`config.mk`:
```
export PLATFORM = sky130hd
export DESIGN_NAME = delay_sweep_sequencer
export DESIGN_NICKNAME = d
export VERILOG_FILES = /design/src/rtl/delay_sweep_sequencer.sv
export SDC_FILE = /design/constraint.sdc
export NUM_CORES = 1
export LEC_CHECK = 0
export CAP_MARGIN = 20
export CELL_PAD_IN_SITES_DETAIL_PLACEMENT = 1
export CELL_PAD_IN_SITES_GLOBAL_PLACEMENT = 2
export CORE_MARGIN = 2
export CORE_UTILIZATION = 25
export DETAILED_ROUTE_END_ITERATION = 8
export PLACE_DENSITY_LB_ADDON = 0.1
export RECOVER_POWER = 25
export SYNTH_ARGS = -nofsm -noshare
export SYNTH_HDL_FRONTEND = slang
export SYNTH_SLANG_ARGS = --single-unit
```
`constraint.sdc`:
```
create_clock -name clk -period 7.75 [get_ports clk]
set_input_delay 1.55 -clock clk [delete_from_list [all_inputs] [get_ports clk]]
set_output_delay 1.55 -clock clk [all_outputs]
set_load 0.01 [all_outputs]
```
`src/rtl/delay_sweep_sequencer.sv`:
```
// rtl/delay_sweep_sequencer.sv - 2-D coarse/fine trigger-delay sweep scheduler
module delay_sweep_sequencer #(
  parameter int LOCK_SETTLE  = 16,
  parameter int LOCK_TIMEOUT = 1_000_000,
  parameter int CNT_W        = 16
) (
  input  logic             clk,
  input  logic             rst,
  input  logic             start,
  input  logic             abort,
  input  logic [31:0]      coarse_start,
  input  logic [31:0]      coarse_step,
  input  logic [CNT_W-1:0] coarse_count,
  input  logic [15:0]      fine_start,
  input  logic [15:0]      fine_step,
  input  logic [CNT_W-1:0] fine_count,
  input  logic [CNT_W-1:0] repeats,
  input  logic             trigger_pulse,
  input  logic             mmcm_locked,
  output logic [31:0]      coarse_delay,
  output logic             coarse_update,
  output logic [15:0]      fine_delay_ps,
  output logic             fine_update,
  output logic             armed,
  output logic             busy,
  output logic             done,
  output logic             lock_error,
  output logic [CNT_W-1:0] coarse_idx,
  output logic [CNT_W-1:0] fine_idx
);

  // Lock counter is wide enough to reach the timeout value itself.
  localparam int TW = $clog2(LOCK_TIMEOUT + 1);
  localparam logic [TW-1:0]    SETTLE_C       = TW'(LOCK_SETTLE);
  localparam logic [TW-1:0]    TIMEOUT_LAST_C = TW'(LOCK_TIMEOUT - 1);
  localparam logic [TW-1:0]    LCNT_ONE_C     = TW'(1);
  localparam logic [CNT_W-1:0] ONE_C          = CNT_W'(1);

  typedef enum logic [2:0] {
    S_IDLE,
    S_LOAD,
    S_WAIT_LOCK,
    S_ARMED,
    S_ADVANCE,
    S_ERROR
  } state_t;

  state_t           state_q, state_d;
  logic [31:0]      coarse_delay_q, coarse_delay_d;
  logic [15:0]      fine_delay_q, fine_delay_d;
  logic [CNT_W-1:0] coarse_idx_q, coarse_idx_d;
  logic [CNT_W-1:0] fine_idx_q, fine_idx_d;
  logic [31:0]      coarse_step_q, coarse_step_d;
  logic [15:0]      fine_start_q, fine_start_d;
  logic [15:0]      fine_step_q, fine_step_d;
  logic [CNT_W-1:0] coarse_count_q, coarse_count_d;
  logic [CNT_W-1:0] fine_count_q, fine_count_d;
  logic [CNT_W-1:0] repeats_q, repeats_d;
  logic [TW-1:0]    lock_cnt_q, lock_cnt_d;
  logic [CNT_W-1:0] trig_cnt_q, trig_cnt_d;
  logic             update_q, update_d;
  logic             done_q, done_d;
  logic             lock_err_q, lock_err_d;

  logic [CNT_W-1:0] trig_next;
  assign trig_next = trig_cnt_q + ONE_C;

  // State and datapath registers; rst returns everything to zero at once.
  always_ff @(posedge clk) begin
    if (rst) begin
      state_q        <= S_IDLE;
      coarse_delay_q <= '0;
      fine_delay_q   <= '0;
      coarse_idx_q   <= '0;
      fine_idx_q     <= '0;
      coarse_step_q  <= '0;
      fine_start_q   <= '0;
      fine_step_q    <= '0;
      coarse_count_q <= '0;
      fine_count_q   <= '0;
      repeats_q      <= '0;
      lock_cnt_q     <= '0;
      trig_cnt_q     <= '0;
      update_q       <= 1'b0;
      done_q         <= 1'b0;
      lock_err_q     <= 1'b0;
    end else begin
      state_q        <= state_d;
      coarse_delay_q <= coarse_delay_d;
      fine_delay_q   <= fine_delay_d;
      coarse_idx_q   <= coarse_idx_d;
      fine_idx_q     <= fine_idx_d;
      coarse_step_q  <= coarse_step_d;
      fine_start_q   <= fine_start_d;
      fine_step_q    <= fine_step_d;
      coarse_count_q <= coarse_count_d;
      fine_count_q   <= fine_count_d;
      repeats_q      <= repeats_d;
      lock_cnt_q     <= lock_cnt_d;
      trig_cnt_q     <= trig_cnt_d;
      update_q       <= update_d;
      done_q         <= done_d;
      lock_err_q     <= lock_err_d;
    end
  end

  // Next-state logic: abort has priority everywhere, including over a same-cycle start.
  always_comb begin
    state_d        = state_q;
    coarse_delay_d = coarse_delay_q;
    fine_delay_d   = fine_delay_q;
    coarse_idx_d   = coarse_idx_q;
    fine_idx_d     = fine_idx_q;
    coarse_step_d  = coarse_step_q;
    fine_start_d   = fine_start_q;
    fine_step_d    = fine_step_q;
    coarse_count_d = coarse_count_q;
    fine_count_d   = fine_count_q;
    repeats_d      = repeats_q;
    lock_cnt_d     = lock_cnt_q;
    trig_cnt_d     = trig_cnt_q;
    update_d       = 1'b0;
    done_d         = 1'b0;
    lock_err_d     = lock_err_q;

    case (state_q)
      S_IDLE, S_ERROR: begin
        if (start && !abort) begin
          coarse_delay_d = coarse_start;
          fine_delay_d   = fine_start;
          coarse_step_d  = coarse_step;
          fine_start_d   = fine_start;
          fine_step_d    = fine_step;
          coarse_count_d = (coarse_count == '0) ? ONE_C : coarse_count;
          fine_count_d   = (fine_count == '0) ? ONE_C : fine_count;
          repeats_d      = (repeats == '0) ? ONE_C : repeats;
          coarse_idx_d   = '0;
          fine_idx_d     = '0;
          lock_err_d     = 1'b0;
          state_d        = S_LOAD;
        end
      end

      S_LOAD: begin
        // The strobe is registered, so it still fires if abort lands here.
        update_d   = 1'b1;
        lock_cnt_d = '0;
        trig_cnt_d = '0;
        state_d    = abort ? S_IDLE : S_WAIT_LOCK;
      end

      S_WAIT_LOCK: begin
        if (abort) begin
          state_d = S_IDLE;
        end else if ((lock_cnt_q >= SETTLE_C) && mmcm_locked) begin
          state_d = S_ARMED;
        end else if (lock_cnt_q >= TIMEOUT_LAST_C) begin
          lock_err_d = 1'b1;
          state_d    = S_ERROR;
        end else begin
          lock_cnt_d = lock_cnt_q + LCNT_ONE_C;
        end
      end

      S_ARMED: begin
        if (abort) begin
          state_d = S_IDLE;
        end else if (!mmcm_locked) begin
          // Re-settle after a lock drop, but keep the triggers already counted.
          lock_cnt_d = '0;
          state_d    = S_WAIT_LOCK;
        end else if (trigger_pulse) begin
          trig_cnt_d = trig_next;
          if (trig_next == repeats_q) begin
            state_d = S_ADVANCE;
          end
        end
      end

      S_ADVANCE: begin
        if (abort) begin
          state_d = S_IDLE;
        end else if (fine_idx_q < (fine_count_q - ONE_C)) begin
          fine_idx_d   = fine_idx_q + ONE_C;
          fine_delay_d = fine_delay_q + fine_step_q;
          state_d      = S_LOAD;
        end else if (coarse_idx_q < (coarse_count_q - ONE_C)) begin
          fine_idx_d     = '0;
          fine_delay_d   = fine_start_q;
          coarse_idx_d   = coarse_idx_q + ONE_C;
          coarse_delay_d = coarse_delay_q + coarse_step_q;
          state_d        = S_LOAD;
        end else begin
          done_d  = 1'b1;
          state_d = S_IDLE;
        end
      end

      default: begin
        state_d = S_IDLE;
      end
    endcase
  end

  assign coarse_delay  = coarse_delay_q;
  assign fine_delay_ps = fine_delay_q;
  assign coarse_update = update_q;
  assign fine_update   = update_q;
  assign coarse_idx    = coarse_idx_q;
  assign fine_idx      = fine_idx_q;
  assign done          = done_q;
  assign lock_error    = lock_err_q;
  assign armed         = (state_q == S_ARMED);
  assign busy          = (state_q != S_IDLE) && (state_q != S_ERROR);

endmodule

```
# Word-level counts from Yosys, hierarchy flattened
# Cells that the tools add are included.
[totals] word_cells=126 out_inout_bits=86 reg_bits=234 input_bits=150
[classes] addsub=8 n_reduce_logical=22 n_bitwise=1 muxes=52 magnitude_cmp=4 eq_ne=23
[ops] cell="16-bit 2-to-1 mux" count=17
[ops] cell="32-bit 2-to-1 mux" count=4
[ops] cell="16-bit one-hot mux with 2 select lines" count=4
[ops] cell="20-bit 2-to-1 mux" count=5
[ops] cell="32-bit one-hot mux with 2 select lines" count=1
[ops] cell="20-bit one-hot mux with 3 select lines" count=1
[ops] cell="16-bit by 1-bit adder with 16-bit output (second input constant)" count=3
[ops] cell="16-bit logical NOT" count=3
[ops] cell="32-bit adder" count=1
[ops] cell="16-bit < comparator" count=2
[ops] cell="16-bit by 1-bit subtractor with 16-bit output (second input constant)" count=2
[ops] cell="3-bit 2-to-1 mux" count=8
[ops] cell="2-bit != test (second input constant)" count=12
[ops] cell="20-bit by 1-bit adder with 20-bit output (second input constant)" count=1
[ops] cell="20-bit >= comparator (second input constant)" count=1
[ops] cell="20-bit by 5-bit >= comparator with 1-bit output (second input constant)" count=1
[ops] cell="16-bit adder" count=1
[ops] cell="16-bit == test" count=1
[ops] cell="3-bit one-hot mux with 5 select lines" count=1
[ops] cell="4-bit AND reduction" count=3
[ops] cell="5-bit AND reduction" count=2
[ops] cell="1-bit 2-to-1 mux" count=9
[ops] cell="4-bit != test (second input constant)" count=2
[ops] cell="3-bit by 2-bit == test with 1-bit output (second input constant)" count=2
[ops] cell="16 further kinds" count=23

# Depth between registers and ports, before layout
# Gate-level depths: netlist (run 1).
[depth] word_depth=7 mapped_depth=19 depth_no_buf=17

# Worst setup path before layout (run 1)
# Ideal clock, no wire load.
[synth_path] kind="register -> register" start="register coarse_count_q[2]" end="register coarse_idx_q[12] (netlist: coarse_idx[12])" setup_ps=59 synth_period_minus_slack_ps=4058 n_path_buf=0 slack_ps=3692 path_stages_with_launch=18 arrival_ps=3999 required_time_ps=7691 path_cell_list="dfxtp_1 > nor3_1 > nand2b_1 > nor4_1 > nand2_1 > or2_2 > nor4_1 > xnor2_1 > ha_1 > a21o_1 > a21o_1 > a21oi_1 > o31ai_1 > o41ai_1 > nor3b_1 > nand4_1 > or4_1 > nand2_1"
[synth_via] elab_chain_len=4
[synth_lines] element="start, declared" line_no="56" text="logic [CNT_W-1:0] coarse_count_q, coarse_count_d;"
[synth_lines] element="start signal, assigned" line_no="96" text="coarse_count_q <= coarse_count_d;"
[synth_lines] element="16-bit by 1-bit subtractor with 16-bit output" line_no="187" text="end else if (coarse_idx_q < (coarse_count_q - ONE_C)) begin"
[synth_lines] element="16-bit < comparator" line_no="187"
[synth_lines] element="2-bit != test (no source line)"
[synth_lines] element="5-bit AND reduction (no source line)"
[synth_lines] element="end signal, assigned" line_no="91" text="coarse_idx_q <= coarse_idx_d;"
[synth_lines] element="end, declared" line_no="51" text="logic [CNT_W-1:0] coarse_idx_q, coarse_idx_d;"
# Every way passes these cells.
# A chain may end at the register's enable or synchronous reset.

# Worst setup path after layout (run 1)
# Same ends and word-level chain as after synthesis.

==> results of run 1 <==
[stage by stage]
| step | instance area, um2 | total power, W | hold slack (ns) | setup WS, ns | std cells |
|---|---|---|---|---|---|
| after floorplan | 13600 | 0.00251 | 0.430 | 3.69 | 1792 |
| after global placement | 16600 | 0.00309 | 0.440 | 2.41 | 2640 |
| after detailed placement | 16600 | 0.00312 | 0.449 | 2.30 | 2640 |
| after CTS | 17800 | 0.00483 | 0.458 | 2.35 | 2702 |
| after global routing | 17800 | 0.00505 | 0.485 | 1.83 | 2702 |
| final | 17800 | 0.00471 | 0.452 | 2.44 | 2704 |
[sequential cells by signal, indices dropped and copies added, names as in the netlist]
signal and flops:
lock_error 1, fine_count_q 16, trig_cnt_q 16, lock_cnt_q 20, coarse_update 1, repeats_q 16, fine_delay_ps 16, coarse_count_q 16
coarse_step_q 32, coarse_delay 32, fine_step_q 16, fine_start_q 16, fine_idx 16, coarse_idx 16, state_q 3, done 1
[layout make-up]
class                   instances  area, um2  area share, %
diodes                          2       5.00         0.0282
repair buffers                251       2470           13.9
clock inverters                 6        105          0.591
clock buffers                  56       1090           6.12
multi-input cells            1432       8450           47.6
well taps                     696        871           4.90
flip-flops and latches        234       4680           26.4
inverters                      27        101          0.570
[critical path, delay by kind of cell (launching register included)]
family / cells / cell delay (ns)
buffers and inverters: 1 / 0.57
AOI/OAI and AO/OA: 5 / 1.16
and+or+nand+nor: 10 / 2.74
adders and majority gates: 1 / 0.28
DFF: 1 / 0.35
xor gates and xnor gates: 1 / 0.13
[power by group]
group	switching, W	leakage [nW]	internal (W)
registers	0.000140	1.90	0.00135
logic	0.000933	4.49	0.000621
clock network	0.000611	0.587	0.00105
total	0.00168	6.98	0.00302
[per-layer routing]
layer / share of wire, % / global-route usage, %
met1: 49 / 24.4
met2: 44 / 28.6
met3: 4.6 / 3.40
met4: 2.1 / 4.87
met5: 0.11 / 0
[Yosys cell counts (13+ instances only)]
cell type,instances
dfxtp_1,234
and3_1,31
nor4_1,33
nand3_1,37
a211oi_1,37
a21o_1,29
clkbuf_1,96
nand4_1,21
or3_1,21
xor2_1,38
inv_1,27
nand2b_1,13
nand3b_1,16
nand2_1,325
nor2_1,161
ha_1,83
or4_1,17
a21oi_1,242
nor3_1,42
a311oi_1,17
xnor2_1,53
o21ai_0,76
a31oi_1,23
[cell families after synthesis]
logic type / after synthesis / synth area share [%]
and+or+nand+nor: 759 / 26.0
AOI/OAI and AO/OA: 486 / 21.4
DFF: 234 / 34.5
xor gates and xnor gates: 91 / 5.87
muxes: 11 / 0.821
adders and majority gates: 85 / 7.95
buffers and inverters: 126 / 3.52
[path summary, 6_finish.rpt]
kind	start	to	slack [ns]	cells after the start
worst max-delay path	coarse_count_q[2]	coarse_idx[12]	2.44	18
worst min-delay path	fine_start_q[13]	fine_start_q[13]	0.45	2
worst max register to register	coarse_count_q[2]	coarse_idx[12]	2.44	18
worst min register to register	fine_start_q[13]	fine_start_q[13]	0.45	2
==> qor.yml, run 1 <==
synth_top_area_cell: "dfxtp_1"
cts_made_buffers: 34
grt_usage_pct: 17.9
syn_area_per_cell_um2: 7.57
grt_max_degree: 79
slowest_delay_ns: 0.68
finalHoldViolations: 0
syn_area_um2: 13600
min_path_type: "register to register"
grt_overflow: 0
dieWidth_um: 237
syn_inst: 1792
critPathArrivalTime_ns: 5.79
setup_viol: 0
synth_edf_count: 0
clkSinkCount: 234
cpMaxStageDelayCell: "nor3b_1"
finalCritPeriodShare_pct: 68.5
synth_cell_types: 62
syn2layout_area_growth_pct: 31.0
most-common-layout-cells: "nand2_1 (325), a21oi_1 (241), dfxtp_1 (234)"
crit_chain: "nor3_1 > nand2b_1 > nor4_1 > nand2_1 > or2_2 > nor2_1 > xnor2_1 > ha_1 > a21oi_1 > o21ai_0 > a211oi_1 > o31ai_1 > o41ai_2 > buf_4 > nor3b_1 > nand4_1 > or4_1 > nand2_1"
tritoncts: "done"
yosysWarnings: 0
worst_slew_pin_slew_ns: 2.97
drc: 0
drtAntennaViolNets: 0
placement_rows: 85
cpMostUsedCell: "nand2_1"
drt_iter0_markers: 518
drtPass1Iterations: 5
totalWireLength_mm: 50.2
die_h_um: 237
dieArea_um2: 56200
drive_gt1_share_pct: 4.29
synth_seq_cells: 234
p_leak_nw: 6.98
required_ns: 8.24
clockRootBuffer: "clkbuf_16"
max_cap_violations: 1
htree_levels: 2
viasPerCell: 4.98
cts.repair.resized: 0
async_reset_ff_share_pct: 0
path_class: "register to register"
crit_path_start_kind: "register"
wl_per_cell_um: 18.6
fin_nets: 2215
status: "finished with violations"
dp_hpwl_mm: 36.0
period_needed_ns: 5.31
synthTopCellsByArea: "dfxtp_1 (35%), nand2_1 (9.0%), a21oi_1 (8.9%), ha_1 (7.7%), nor2_1 (4.5%)"
cts_hold_buf: 0
crit_path_end_kind: "register"
skew_ns: 0.0170
ioPinCount: 236
fmax_ghz: 0.188
globalplace.congestion: 0.773
peakVddDrop_mv: 0.112
grt_pass1_wl_mm: 80.0
synth_nets: 2027
drv_slew: 62
fillers: 6363
antenna_found_initial: 7
timing.slew.headroom_pct: -97.9
power_density_nw_per_um2: 265
synth_ff_type: "dfxtp_1"
vias: 13500
final_common_cell: "nand2_1"
clk_pin_slew_ns: 0.06
ys_seq_area_share_pct: 34.5
fin_setup_tns_ns: 0
final_core_util_pct: 33.1
coreArea_um2: 53700
start_util_pct: 25.3
io_buffers: 235
grt_pass1_vias: 13900
postCtsSetupBuffers: 0
clk_latency_ns: 0.55
crit_fanout: 56
violations: "max-capacitance violations, max-slew violations"
rsz0062_at_grt: "no"
netlist.area_leader.share_pct: 34.5
cts_buffer_depth: 3
(Power assumes the default switching activity.)
==> run 2, diff against run 1 <==
Clock period 7.75 ns to 4.54 ns, I/O delays scaled along.
==> run 2 against run 1 <==
Effect of this change:
- utilization rose by 0.17 points
- critical path type unchanged
- routed wire length up 1.3%
- the flow now finishes without violations
- non-clock buffer count up 13
- total power grew 69%
- global-route usage up 0.19 points
- flip-flop and latch count unchanged
==> qor.yml, run 2 (same netlist as run 1, synthesis figures left out) <==
start_util_pct: 25.3
required_ns: 5.03
rr_startpoint: "coarse_count_q[2]"
crit_path_start_kind: "register"
cts_buffer_depth: 3
cts_hold_buf: 0
finalHoldViolations: 0
clk_latency_ns: 0.55
period_needed_ns: 4.15
crit_path_end_kind: "register"
ioPinCount: 236
drtAntennaViolNets: 0
skew_ns: 0.0293
coreArea_um2: 53700
hold_path.startpoint: "fine_start_q[9]"
drt_iter0_markers: 547
clk_pin_slew_ns: 0.06
antenna_found_initial: 5
max_cap_violations: 0
status: "complete, no violations"
r2r_slack_ns: 0.39
dieWidth_um: 237
finalCritPeriodShare_pct: 91.3
cts_made_buffers: 34
grt_max_degree: 122
clockRootBuffer: "clkbuf_16"
most-common-layout-cells: "nand2_1 (325), a21oi_1 (241), dfxtp_1 (234)"
grt_pass1_wl_mm: 80.6
crit_path_start: "coarse_count_q[2]"
drtPass1Iterations: 4
clkSinkCount: 234
worstHoldEndpoint: "fine_start_q[9]"
grt_usage_pct: 18.1
viasPerCell: 5.00
final_core_util_pct: 33.3
die_h_um: 237
peakVddDrop_mv: 0.196
grt_pass1_vias: 14300
fmax_ghz: 0.241
tritoncts: "done"
fin_nets: 2228
fin_setup_tns_ns: 0
worst_slew_pin_slew_ns: 1.04
wl_per_cell_um: 18.7
dp_hpwl_mm: 36.6
htree_levels: 2
drc: 0
power_density_nw_per_um2: 445
drv_slew: 0
path_class: "register to register"
grt_overflow: 0
drive_gt1_share_pct: 5.16
p_leak_nw: 7.03
vias: 13600
critPathArrivalTime_ns: 4.63
holdPathStages: 2
setup_viol: 0
rr_worst_depth: 18
timing.slew.headroom_pct: 29.8
globalplace.congestion: 0.788
dieArea_um2: 56200
rsz0062_at_grt: "no"
placement_rows: 85
syn2layout_area_growth_pct: 31.7
crit_fanout: 7
r2r_end: "coarse_idx[12]"
final_common_cell: "nand2_1"
totalWireLength_mm: 50.9
io_buffers: 235
min_path_type: "register to register"
run 2: routing by layer:
| metal | track usage [%] | wire [um] | vias up |
|---|---|---|---|
| met5 | 0 | 29 | - |
| met2 | 29.4 | 23200 | 207 |
| met1 | 24.1 | 24300 | 6512 |
| met3 | 3.75 | 2290 | 64 |
| li1 | - | - | 6807 |
| met4 | 5.08 | 1090 | 4 |
run 2: worst max-delay path, stage by stage, from the launching register on:
cell and delay [ns]:
dfxtp_1 0.36, nor3_2 0.23, nand2b_1 0.15, nor4_2 0.20, nand2_1 0.12, or2_2 0.31, nor4_1 0.23, xnor2_1 0.16
ha_1 0.27, a21o_1 0.16, a21o_1 0.16, a21oi_1 0.18, o31ai_2 0.12, o41ai_2 0.32, buf_4 0.21, nor3b_2 0.20
nand4_1 0.18, or4_1 0.44, nand2_1 0.08
run 2: area by class of cell:
class,count,area [um2]
flip-flops and latches,234,4680
repair buffers,264,2600
multi-input cells,1432,8470
clock inverters,7,62.6
diodes,4,10.0
fillers,6423,35800
well taps,696,871
clock buffers,53,1070
inverters,27,101
run 2: timing repair:
item                                    4_1_cts  5_1_grt
resized for setup                             0        6
endpoints found under the setup margin        0       37
buffers inserted                              0        0
run 2: where the power goes:
group	total, W	internal [W]	switching [W]
Sequential	0.00254	0.00230	0.000243
Combinational	0.00271	0.00109	0.00162
Clock	0.00270	0.00167	0.00104
run 2: worst max path at each step:
| stage | to | slack [ns] |
|---|---|---|
| 2_1_floorplan | coarse_idx[12] | 0.48 |
| 6_report | coarse_idx[12] | 0.39 |
| 4_1_cts | fine_idx[5] | 0.14 |
| 3_3_place_gp | coarse_idx[12] | 0.26 |
| 5_1_grt | coarse_idx[12] | 0.002 |
| 3_5_place_dp | fine_idx[5] | 0.19 |
run 2: metrics by stage:
| stage | instances | setup WS [ns] | hold WS [ns] | total power, W | instance area [um2] |
|---|---|---|---|---|---|
| after floorplan | 1792 | 0.482 | 0.430 | 0.00428 | 13600 |
| after global placement | 2653 | 0.264 | 0.439 | 0.00532 | 16700 |
| after detailed placement | 2653 | 0.189 | 0.447 | 0.00538 | 16700 |
| after CTS | 2713 | 0.138 | 0.455 | 0.00818 | 17800 |
| after global routing | 2713 | 0.00234 | 0.467 | 0.00854 | 17900 |
| final | 2717 | 0.394 | 0.456 | 0.00795 | 17900 |
==> run 3, diff against run 2 <==
Settings changed: PLACE_DENSITY set to 0.68, PLACE_DENSITY_LB_ADDON 0.1 to unset.
==> run 3 against run 2 <==
Effect of this change:
- global-route usage shrank 0.23 points
- combinational power is essentially flat
- clock-buffer cell count shrank 3
- fmax shrank 0.12%
- critical path depth is the same
- sequential power is essentially flat
- final cell count shrank 0.18%
- routed wire length shrank 0.57%
- total power shrank 0.77%
- first-iteration DRC count grew 16%
- utilization shrank 0.11 points
==> qor.yml, run 3 (same netlist as run 1, synthesis figures left out) <==
path_class: "register to register"
final_common_cell: "nand2_1"
rr_startpoint: "coarse_count_q[2]"
wl_per_cell_um: 18.7
top_layer: "met5"
power_density_nw_per_um2: 443
drtAntennaViolNets: 0
crit_path_start_kind: "register"
crit_fanout: 52
start_util_pct: 25.3
drive_gt1_share_pct: 4.96
r2r_end: "coarse_delay[31]"
timing.slew.headroom_pct: 37.9
drt_iter0_markers: 633
r2r_slack_ns: 0.39
drv_slew: 0
crit_path_start: "coarse_count_q[2]"
antenna_found_initial: 6
grt_overflow: 0
most-common-layout-cells: "nand2_1 (325), a21oi_1 (241), dfxtp_1 (234)"
dieWidth_um: 237
status: "complete, no violations"
viasPerCell: 5.06
clk_pin_slew_ns: 0.06
tritoncts: "done"
vias: 13700
clockRootBuffer: "clkbuf_16"
cts_made_buffers: 34
grt_max_degree: 105
drt-met1-wl_mm: 24.0
wl_met3_mm: 2.24
wl_met2_mm: 23.0
crit_path_end_kind: "register"
min_path_type: "register to register"
crit_end: "coarse_delay[31]"
placement_rows: 85
critPathArrivalTime_ns: 4.60
ioPinCount: 236
diodes: 0
cts_buffer_depth: 3
grt_usage_pct: 17.8
clkSinkCount: 234
dp_slack_ns: 0.110
period_needed_ns: 4.15
finalCritPeriodShare_pct: 91.4
peakVddDrop_mv: 0.196
dp_hpwl_mm: 36.6
drc: 0
max_cap_violations: 0
grt_pass1_vias: 14300
setup_viol: 0
final_core_util_pct: 33.2
required_ns: 4.99
worst_slew_pin_slew_ns: 0.931
die_h_um: 237
dieArea_um2: 56200
grt_pass1_wl_mm: 80.3
io_buffers: 235
totalWireLength_mm: 50.6
worst_slack_ns: 0.389
syn2layout_area_growth_pct: 31.3
htree_levels: 2
coreArea_um2: 53700
globalplace.congestion: 0.813
fin_nets: 2228
clk_latency_ns: 0.54
fmax_ghz: 0.241
drtPass1Iterations: 4
rr_worst_depth: 18
hold_path.startpoint: "fine_start_q[1]"
finalHoldViolations: 0
skew_ns: 0.0263
cts_hold_buf: 0
p_leak_nw: 7.01
run 3: cell types whose count changed in the layout (fill, tap and decap cells not counted), sizes merged:
cell           delta
buf               +1
clkbuf            -4
clkdlybuf4s50     +1
clkinv            +1
diode             -4
dlygate4sd3       -1
inv               +1
run 3: final cells by class:
class	instances	area, um2
flip-flops and latches	234	4680
multi-input cells	1432	8460
fillers	6432	35900
clock inverters	9	76.3
repair buffers	264	2610
clock buffers	50	1000
inverters	27	101
well taps	696	871
run 3: worst min path at each step:
stage | cells past startpoint | slack (ns) | to
final | 2 | 0.46 | fine_start_q[1]
after global routing | 2 | 0.48 | fine_step_q[2]
after CTS | 2 | 0.46 | fine_start_q[0]
after detailed placement | 2 | 0.45 | fine_start_q[0]
after global placement | 2 | 0.44 | fine_start_q[10]
after floorplan | 2 | 0.43 | fine_start_q[13]
run 3: worst max-delay path: stages, from the launching register on:
cell and delay [ns]:
dfxtp_1 0.35, nor3_1 0.26, nand2b_1 0.16, nor4_2 0.21, nand2_1 0.13, or2_2 0.32, nor2_1 0.12, xnor2_1 0.14
ha_1 0.28, a21oi_1 0.14, o21ai_0 0.12, a211oi_1 0.26, o31ai_1 0.20, o41ai_2 0.38, buf_4 0.21, buf_16 0.22
o22a_1 0.20, nand3_1 0.08, nor4_1 0.27
run 3: through the flow:
| stage | hold slack (ns) | power (W) | setup TNS (ns) | cells | area, um2 |
|---|---|---|---|---|---|
| 2_1_floorplan | 0.430 | 0.00428 | 0 | 1792 | 13600 |
| 3_3_place_gp | 0.442 | 0.00529 | 0 | 2651 | 16700 |
| 3_5_place_dp | 0.451 | 0.00537 | 0 | 2651 | 16700 |
| 4_1_cts | 0.458 | 0.00806 | 0 | 2710 | 17800 |
| 5_1_grt | 0.478 | 0.00847 | -0.0104 | 2712 | 17800 |
| 6_report | 0.456 | 0.00789 | 0 | 2712 | 17800 |
run 3: power breakdown:
part / internal (W) / switching, W
combinational: 0.00112 / 0.00162
sequential: 0.00230 / 0.000243
clock: 0.00158 / 0.00103
run 3: routing by layer:
layer	vias to the layer above	track usage (%)
met3	77	3.63
li1	6794	-
met1	6615	23.5
met5	-	0
met4	10	5.50
met2	231	29.2
run 3: timing repair:
| item | CTS | global route |
|---|---|---|
| buffers inserted | 0 | 2 |
| resized for setup | 0 | 5 |
| endpoints found under the setup margin | 0 | 44 |
